### src/rtl/regs_exec_ctrl.sv
// regs_exec_ctrl: serialised ALU execute controller in front of the REGS register file.
// Each instruction runs through four one-cycle states: IDLE (accept), READ
// (source registers on REGS read ports 0/1), EXEC (ALU and flags) and WB
// (result on REGS write port 2).
// Ports:
//   i_CLK, i_RSTn        clock (rising edge), asynchronous active-low reset
//   i_valid, o_ready     instruction handshake; o_ready is high only in IDLE
//   i_op, i_rd, i_rs1, i_rs2  opcode and register indices
//   o_reg0/o_reg1        REGS read addresses, nonzero only in READ
//   i_data0/i_data1      REGS combinational read data
//   o_reg2/o_data2       REGS write address/data; o_reg2 is nonzero only in WB
//   o_done               one-cycle pulse in WB
//   o_carry, o_zero      flags of the last executed instruction
module regs_exec_ctrl #(
  parameter int unsigned DATA_WIDTH = 8,
  parameter int unsigned ADDR_WIDTH = 5
) (
  input  logic                  i_CLK,
  input  logic                  i_RSTn,
  input  logic                  i_valid,
  output logic                  o_ready,
  input  logic [2:0]            i_op,
  input  logic [ADDR_WIDTH-1:0] i_rd,
  input  logic [ADDR_WIDTH-1:0] i_rs1,
  input  logic [ADDR_WIDTH-1:0] i_rs2,
  output logic [ADDR_WIDTH-1:0] o_reg0,
  output logic [ADDR_WIDTH-1:0] o_reg1,
  input  logic [DATA_WIDTH-1:0] i_data0,
  input  logic [DATA_WIDTH-1:0] i_data1,
  output logic [ADDR_WIDTH-1:0] o_reg2,
  output logic [DATA_WIDTH-1:0] o_data2,
  output logic                  o_done,
  output logic                  o_carry,
  output logic                  o_zero
);

  typedef enum logic [1:0] {ST_IDLE, ST_READ, ST_EXEC, ST_WB} state_t;

  localparam logic [2:0] OP_ADD = 3'd0;
  localparam logic [2:0] OP_SUB = 3'd1;
  localparam logic [2:0] OP_AND = 3'd2;
  localparam logic [2:0] OP_OR  = 3'd3;
  localparam logic [2:0] OP_XOR = 3'd4;
  localparam logic [2:0] OP_SHL = 3'd5;
  localparam logic [2:0] OP_SHR = 3'd6;

  state_t                  state, state_nxt;
  logic [2:0]              op_q, op_nxt;
  logic [ADDR_WIDTH-1:0]   rd_q, rd_nxt;
  logic [DATA_WIDTH-1:0]   a_q, a_nxt, b_q, b_nxt;
  logic [ADDR_WIDTH-1:0]   reg0_nxt, reg1_nxt, reg2_nxt;
  logic [DATA_WIDTH-1:0]   data2_nxt;
  logic                    done_nxt, carry_nxt, zero_nxt;
  logic [DATA_WIDTH:0]     sum_w, diff_w;
  logic [DATA_WIDTH-1:0]   alu_res;
  logic                    alu_carry;

  assign o_ready = (state == ST_IDLE);

  // ALU on the latched operands; the extra top bit of sum/diff is carry/borrow
  assign sum_w  = {1'b0, a_q} + {1'b0, b_q};
  assign diff_w = {1'b0, a_q} - {1'b0, b_q};

  always_comb begin
    alu_res   = a_q;
    alu_carry = 1'b0;
    case (op_q)
      OP_ADD: begin alu_res = sum_w[DATA_WIDTH-1:0];  alu_carry = sum_w[DATA_WIDTH];  end
      OP_SUB: begin alu_res = diff_w[DATA_WIDTH-1:0]; alu_carry = diff_w[DATA_WIDTH]; end
      OP_AND: alu_res = a_q & b_q;
      OP_OR:  alu_res = a_q | b_q;
      OP_XOR: alu_res = a_q ^ b_q;
      OP_SHL: begin alu_res = {a_q[DATA_WIDTH-2:0], 1'b0}; alu_carry = a_q[DATA_WIDTH-1]; end
      OP_SHR: begin alu_res = {1'b0, a_q[DATA_WIDTH-1:1]}; alu_carry = a_q[0]; end
      default: alu_res = a_q;
    endcase
  end

  // Next-state and next-value logic for every registered output
  always_comb begin
    state_nxt = state;
    op_nxt    = op_q;
    rd_nxt    = rd_q;
    a_nxt     = a_q;
    b_nxt     = b_q;
    reg0_nxt  = '0;
    reg1_nxt  = '0;
    reg2_nxt  = '0;
    data2_nxt = o_data2;
    done_nxt  = 1'b0;
    carry_nxt = o_carry;
    zero_nxt  = o_zero;
    case (state)
      ST_IDLE: begin
        if (i_valid) begin
          op_nxt    = i_op;
          rd_nxt    = i_rd;
          reg0_nxt  = i_rs1;
          reg1_nxt  = i_rs2;
          state_nxt = ST_READ;
        end
      end
      ST_READ: begin
        a_nxt     = i_data0;
        b_nxt     = i_data1;
        state_nxt = ST_EXEC;
      end
      ST_EXEC: begin
        data2_nxt = alu_res;
        carry_nxt = alu_carry;
        zero_nxt  = (alu_res == '0);
        reg2_nxt  = rd_q;
        done_nxt  = 1'b1;
        state_nxt = ST_WB;
      end
      ST_WB:   state_nxt = ST_IDLE;
      default: state_nxt = ST_IDLE;
    endcase
  end

  always_ff @(posedge i_CLK or negedge i_RSTn) begin
    if (!i_RSTn) begin
      state   <= ST_IDLE;
      op_q    <= '0;
      rd_q    <= '0;
      a_q     <= '0;
      b_q     <= '0;
      o_reg0  <= '0;
      o_reg1  <= '0;
      o_reg2  <= '0;
      o_data2 <= '0;
      o_done  <= 1'b0;
      o_carry <= 1'b0;
      o_zero  <= 1'b0;
    end else begin
      state   <= state_nxt;
      op_q    <= op_nxt;
      rd_q    <= rd_nxt;
      a_q     <= a_nxt;
      b_q     <= b_nxt;
      o_reg0  <= reg0_nxt;
      o_reg1  <= reg1_nxt;
      o_reg2  <= reg2_nxt;
      o_data2 <= data2_nxt;
      o_done  <= done_nxt;
      o_carry <= carry_nxt;
      o_zero  <= zero_nxt;
    end
  end

endmodule

### config.mk
export PLATFORM = sky130hd
export DESIGN_NAME = regs_exec_ctrl
export DESIGN_NICKNAME = d
export VERILOG_FILES = /design/src/rtl/regs_exec_ctrl.sv
export SDC_FILE = /design/constraint.sdc
export NUM_CORES = 1
export LEC_CHECK = 0
export BUFFER_PORTS_ARGS = -buffer_cell sky130_fd_sc_hd__buf_2
export CORE_MARGIN = 4
export CORE_UTILIZATION = 39
export CTS_CLUSTER_DIAMETER = 200
export DETAILED_ROUTE_END_ITERATION = 16
export PLACE_DENSITY = 0.63
export SLEW_MARGIN = 20
export SYNTH_ARGS = -nofsm -noshare
export SYNTH_HDL_FRONTEND = slang
export SYNTH_SLANG_ARGS = --single-unit
### constraint.sdc
create_clock -name i_CLK -period 4.3 [get_ports i_CLK]
set_clock_uncertainty 0.2 [all_clocks]
set_input_delay 0.645 -clock i_CLK [delete_from_list [all_inputs] [get_ports i_CLK]]
set_output_delay 0.645 -clock i_CLK [all_outputs]
set_load 0.02 [all_outputs]
## Yosys cells after proc, flatten, opt, wreduce, memory -nomap -nowiden

Cells that the tools add are included.

- Word-level logic and storage cells: 41
- Output and inout bits: 27
- Input bits: 37
- Bits in registers: 52

- Mux-type cells: 10
- $add $sub $neg: 2
- Bitwise gates (word level): 3
- Equality and inequality tests: 10
- Reductions and logical operators: 4

Operators by type and width:

| kind | count |
|---|---|
| $pmux 8 s7 | 1 |
| $mux 5 | 5 |
| $add 8x8->9 | 1 |
| $eq 3x3->1 const B | 3 |
| $sub 8x8->9 | 1 |
| $and 8x8->8 | 1 |
| $logic_not 8->1 | 1 |
| $or 8x8->8 | 1 |
| $pmux 2 s4 | 1 |
| $xor 8x8->8 | 1 |
| $eq 3x2->1 const B | 2 |
| $eq 2x2->1 const B | 2 |
| $pmux 1 s4 | 1 |
| $eq 3x1->1 const B | 1 |
| $logic_not 3->1 | 1 |
| $eq 2x1->1 const B | 1 |
| $logic_not 2->1 | 1 |
| $mux 2 | 1 |
| $ne 2x2->1 const B | 1 |
| $reduce_and 2->1 | 1 |
| $mux 1 | 1 |

## Depth between registers and ports, before layout

- Word-level depth: 3
- Mapped depth: 10
- Depth with buffers taken out: 10

## Worst setup path after synthesis

No wires, ideal clock.

- Path type: register -> register
- Start: register a_q[1]
- End: register o_zero
- Path buffers: 0
- Clock period less this slack: 2,535 ps
- Data required time: 3,996 ps
- Path slack: 1,765 ps
- Stages on the path, launching flop included: 9
- Arrival time: 2,231 ps
- Library setup time: 104 ps
- Cells stage by stage: dfrtp_1 > inv_1 > ha_1 > o21ba_2 > nor4_1 > nor4_1 > or4_1 > o211a_1 > o41ai_2

- Word-level cells in the longest chain between the ends: 3
- Elaborated cells on any way between the ends: 7
- Classes of those cells: add/sub: 2; mux: 1; bitwise: 3; reduce/logical: 1

RTL lines:

| what | line | text |
|---|---|---|
| start: declaration | 50 | `logic [DATA_WIDTH-1:0] a_q, a_nxt, b_q, b_nxt;` |
| start signal: assignment | 139 | `a_q <= a_nxt;` |
| $sub 8x8->9, or another cell as far along | 62 | `assign diff_w = {1'b0, a_q} - {1'b0, b_q};` |
| $pmux 8 s7 * | 67 | `case (op_q)` |
| $logic_not 8->1 * | 111 | `zero_nxt = (alu_res == '0);` |
| end signal: assignment | 147 | `o_zero <= zero_nxt;` |
| end: declaration | 34 | `output logic o_zero` |

Mark *: on every way between the ends. The rest lies on a longest branch, timed or not.
A chain may end at the register's enable or synchronous reset.

## Worst setup path after layout

- Start: register op_q[2]
- End: register o_zero

- Word-level cells in the longest chain between the ends: 3
- Elaborated cells on any way between the ends: 9
- Classes of those cells: eq/ne: 6; mux: 1; reduce/logical: 2

RTL lines:

| what | line | text |
|---|---|---|
| start: declaration | 48 | `logic [2:0] op_q, op_nxt;` |
| start signal: assignment | 137 | `op_q <= op_nxt;` |
| $eq 3x3->1, or another cell as far along | 67 |  |
| $pmux 8 s7 * | 67 |  |
| $logic_not 8->1 * | 111 |  |

Marks and branches as above.

==> impl_metrics.yaml <==
yosys:
  yosysWarnings: 0
  syn_avg_cell_area_um2: 9.449
  syn_nets: 412
  synth_area_um2: 3269
  syn_inst: 346
  async_flop_share_pct: 100.0
  synth.distinct_cells: 57
  synth_edf_count: 0
  ys.flop_type: "dfrtp_1"
  ys_seq_elements: 52
  yosysSeqAreaShare_pct: 39.80
floorplan:
  start_util_pct: 39.99
  num_rows: 33
  die_x_um: 99.56
  ios: 64
  die_area_um2: 9912
  core_area_um2: 8175
  die_h_um: 99.56
final_layout:
  nets: 464
  final_common_cell: "buf_2"
  fill_cells: 827
  mostFrequentLayoutCells: "buf_2, dfrtp_1, o21ai_0"
  syn_to_final_growth_pct: 14.12
  fin_area_um2: 3731
  layout-drive-gt1-share_pct: 24.31
  num_antenna_cells: 0
  fin_cells: 504
detailed_routing:
  vias: 2640
  drc_errors: 0
  wl_mm: 7.837
  ant_nets: 0
  drt_iter0_markers: 170
  via_per_inst: 5.238
  drt_pass1_iterations: 4
  wl_per_cell_um: 15.55
run_status:
  status: "finished, final reports clean"
clock_tree:
  post_cts.repair.setup_buffers: 0
  cts_resized: 0
  clock_latency_ns: 0.30
  cts_tree: "done"
  ctsHoldBuffers: 0
  cts_made_buffers: 5
  clock_path_buffers: 2
  cts.sinks: 52
  cts.clk_slew.worst_paths_ns: 0.10
  cts-root-buf: "clkbuf_8"
  cts_max_level: 2
power:
  power_density_nw_per_um2: 840.2
  p_int_mw: 1.619
  switching_power_mw: 1.516
  p_leak_nw: 1.819
  swShare_pct: 48.36
  pwr-share-clk_pct: 9.1
  ir_worst_vdd_mv: 0.4126
  p_comb_share_pct: 61.1
  p_seq_share_pct: 29.8
  finalPower_mw: 3.135
sta:
  period_share_pct: 71.36
  tns_ns: 0
  slew_viol_final: 0
  maxSlewHeadroom_pct: 25.87
  setup_viol: 0
  min_period_ns: 3.068
  setup_ws_ns: 1.232
  tightest_slew_ns: 1.112
  max_freq_mhz: 325.9
  hold_viol: 0
  grt_setup_unrepaired: "no"
placement:
  placed_area_um2: 3640
  hpwl_mm: 5.843
  dp_cells: 496
  place_ws_ns: 1.295
  place_congestion: 0.8570
  portBuffers: 63
global_route:
  grt_pass1_vias: 2670
  gr-total-overflow: 0
  antenna_found_initial: 0
  grt_pass1_wl_mm: 13.23
  track_usage_pct: 16.49
  grt_max_degree: 36
setup_path:
  cpPeakStageDelay_ns: 1.09
  crit_arrival_ns: 3.08
  end_kind: "flop"
  r2r_slack_ns: 1.23
  path_cells: "mux2_4, a221oi_2, a31oi_1, or4_1, o211a_1, o41ai_2"
  required_ns: 4.31
  startpoint_type: "flop"
  path_max_fanout: 35
  critPathSlowestCell: "dfrtp_1"
  path_class: "reg2reg"
min_path:
  hold_path.class: "in2async"
job:
  drv_cap: 0
==> critical path, delay by kind of cell, from the launching register on <==
kind / cells / cell delay [ns]
AOI/OAI and AO/OA: 4 / 0.77
muxes: 1 / 0.36
DFF: 1 / 1.09
and+or+nand+nor: 1 / 0.55
==> stage by stage <==
stage | hold WS [ns] | utilization [%]
2_1_floorplan | 0.1494 | -
3_3_place_gp | 0.2592 | 44.52
3_5_place_dp | 0.2714 | 44.52
4_1_cts | 0.1434 | 45.61
5_1_grt | 0.1539 | 45.64
6_report | 0.1136 | 45.64
==> Yosys cell counts (all sizes together), types with 6 or more instances <==
| cell | count | area, um^2 |
|---|---|---|
| nand2 | 31 | 116.4 |
| clkbuf | 14 | 52.55 |
| nand3 | 7 | 35.03 |
| a21oi | 11 | 55.05 |
| and2 | 7 | 43.79 |
| buf | 6 | 38.79 |
| nand2b | 9 | 56.30 |
| nor2b | 7 | 43.79 |
| o21ai | 32 | 160.2 |
| nor2 | 17 | 63.81 |
| a31oi | 6 | 37.54 |
| dfrtp | 52 | 1301 |
| mux2 | 15 | 172.7 |
| and3 | 10 | 62.56 |
| ha | 27 | 337.8 |
| inv | 29 | 108.9 |
==> final timing paths <==
| check | endpoint | cells past startpoint | startpoint |
|---|---|---|---|
| setup / recovery | o_zero | 6 | op_q[2] |
| hold / removal | o_reg2[1] | 1 | i_RSTn |
| setup reg to reg | o_zero | 6 | op_q[2] |
| hold reg to reg | o_data2[1] | 2 | o_data2[1] |
| max in group asynchronous | state[1] | 2 | i_RSTn |
| min in group i_CLK | o_data2[1] | 2 | o_data2[1] |
==> per-layer routing <==
metal | vias to the layer above | global-route usage [%] | part of all wire [%] | wire length, um
met5 | - | 0 | 0 | 0
met4 | 0 | 4.097 | 1.0 | 82
met3 | 6 | 1.893 | 4.0 | 316
met2 | 59 | 26.81 | 48 | 3791
met1 | 1261 | 23.51 | 47 | 3646
li1 | 1314 | - | - | -
==> flip-flops by register name, indices dropped and copies added, names as in the netlist <==
| register | flops |
|---|---|
| o_carry | 1 |
| o_data2 | 8 |
| o_reg1 | 5 |
| o_reg0 | 5 |
| rd_q | 5 |
| o_done | 1 |
| op_q | 3 |
| b_q | 8 |
| a_q | 8 |
| state | 2 |
| o_reg2 | 5 |
| o_zero | 1 |
==> layout make-up <==
class	count	area [um^2]	area share, %
repair buffers	65	330.3	8.853
clock buffers	6	72.57	1.945
multi-input cells	244	1767	47.35
clock inverters	2	16.27	0.4359
well taps	105	131.4	3.521
flip-flops and latches	52	1301	34.88
inverters	30	112.6	3.018
==> power groups by stage <==
stage	Clock (mW)	Combinational (mW)	Sequential (mW)
floorplan	0	1.45	0.911
global placement	0	1.89	0.937
detailed placement	0	1.91	0.947
CTS	0.296	1.92	0.937
global route	0.315	2.15	0.972
finish	0.286	1.92	0.933
==> cell families (layout without fill, tap and decap cells) <==
kind of cell	after synthesis	after routing	synth area share [%]
AOI/OAI and AO/OA	91	91	18.83
adders and majority gates	29	29	11.56
buffers and inverters	50	103	6.238
DFF	52	52	39.80
muxes	19	19	7.271
and+or+nand+nor	105	105	16.30
(Power assumes the default switching activity.)
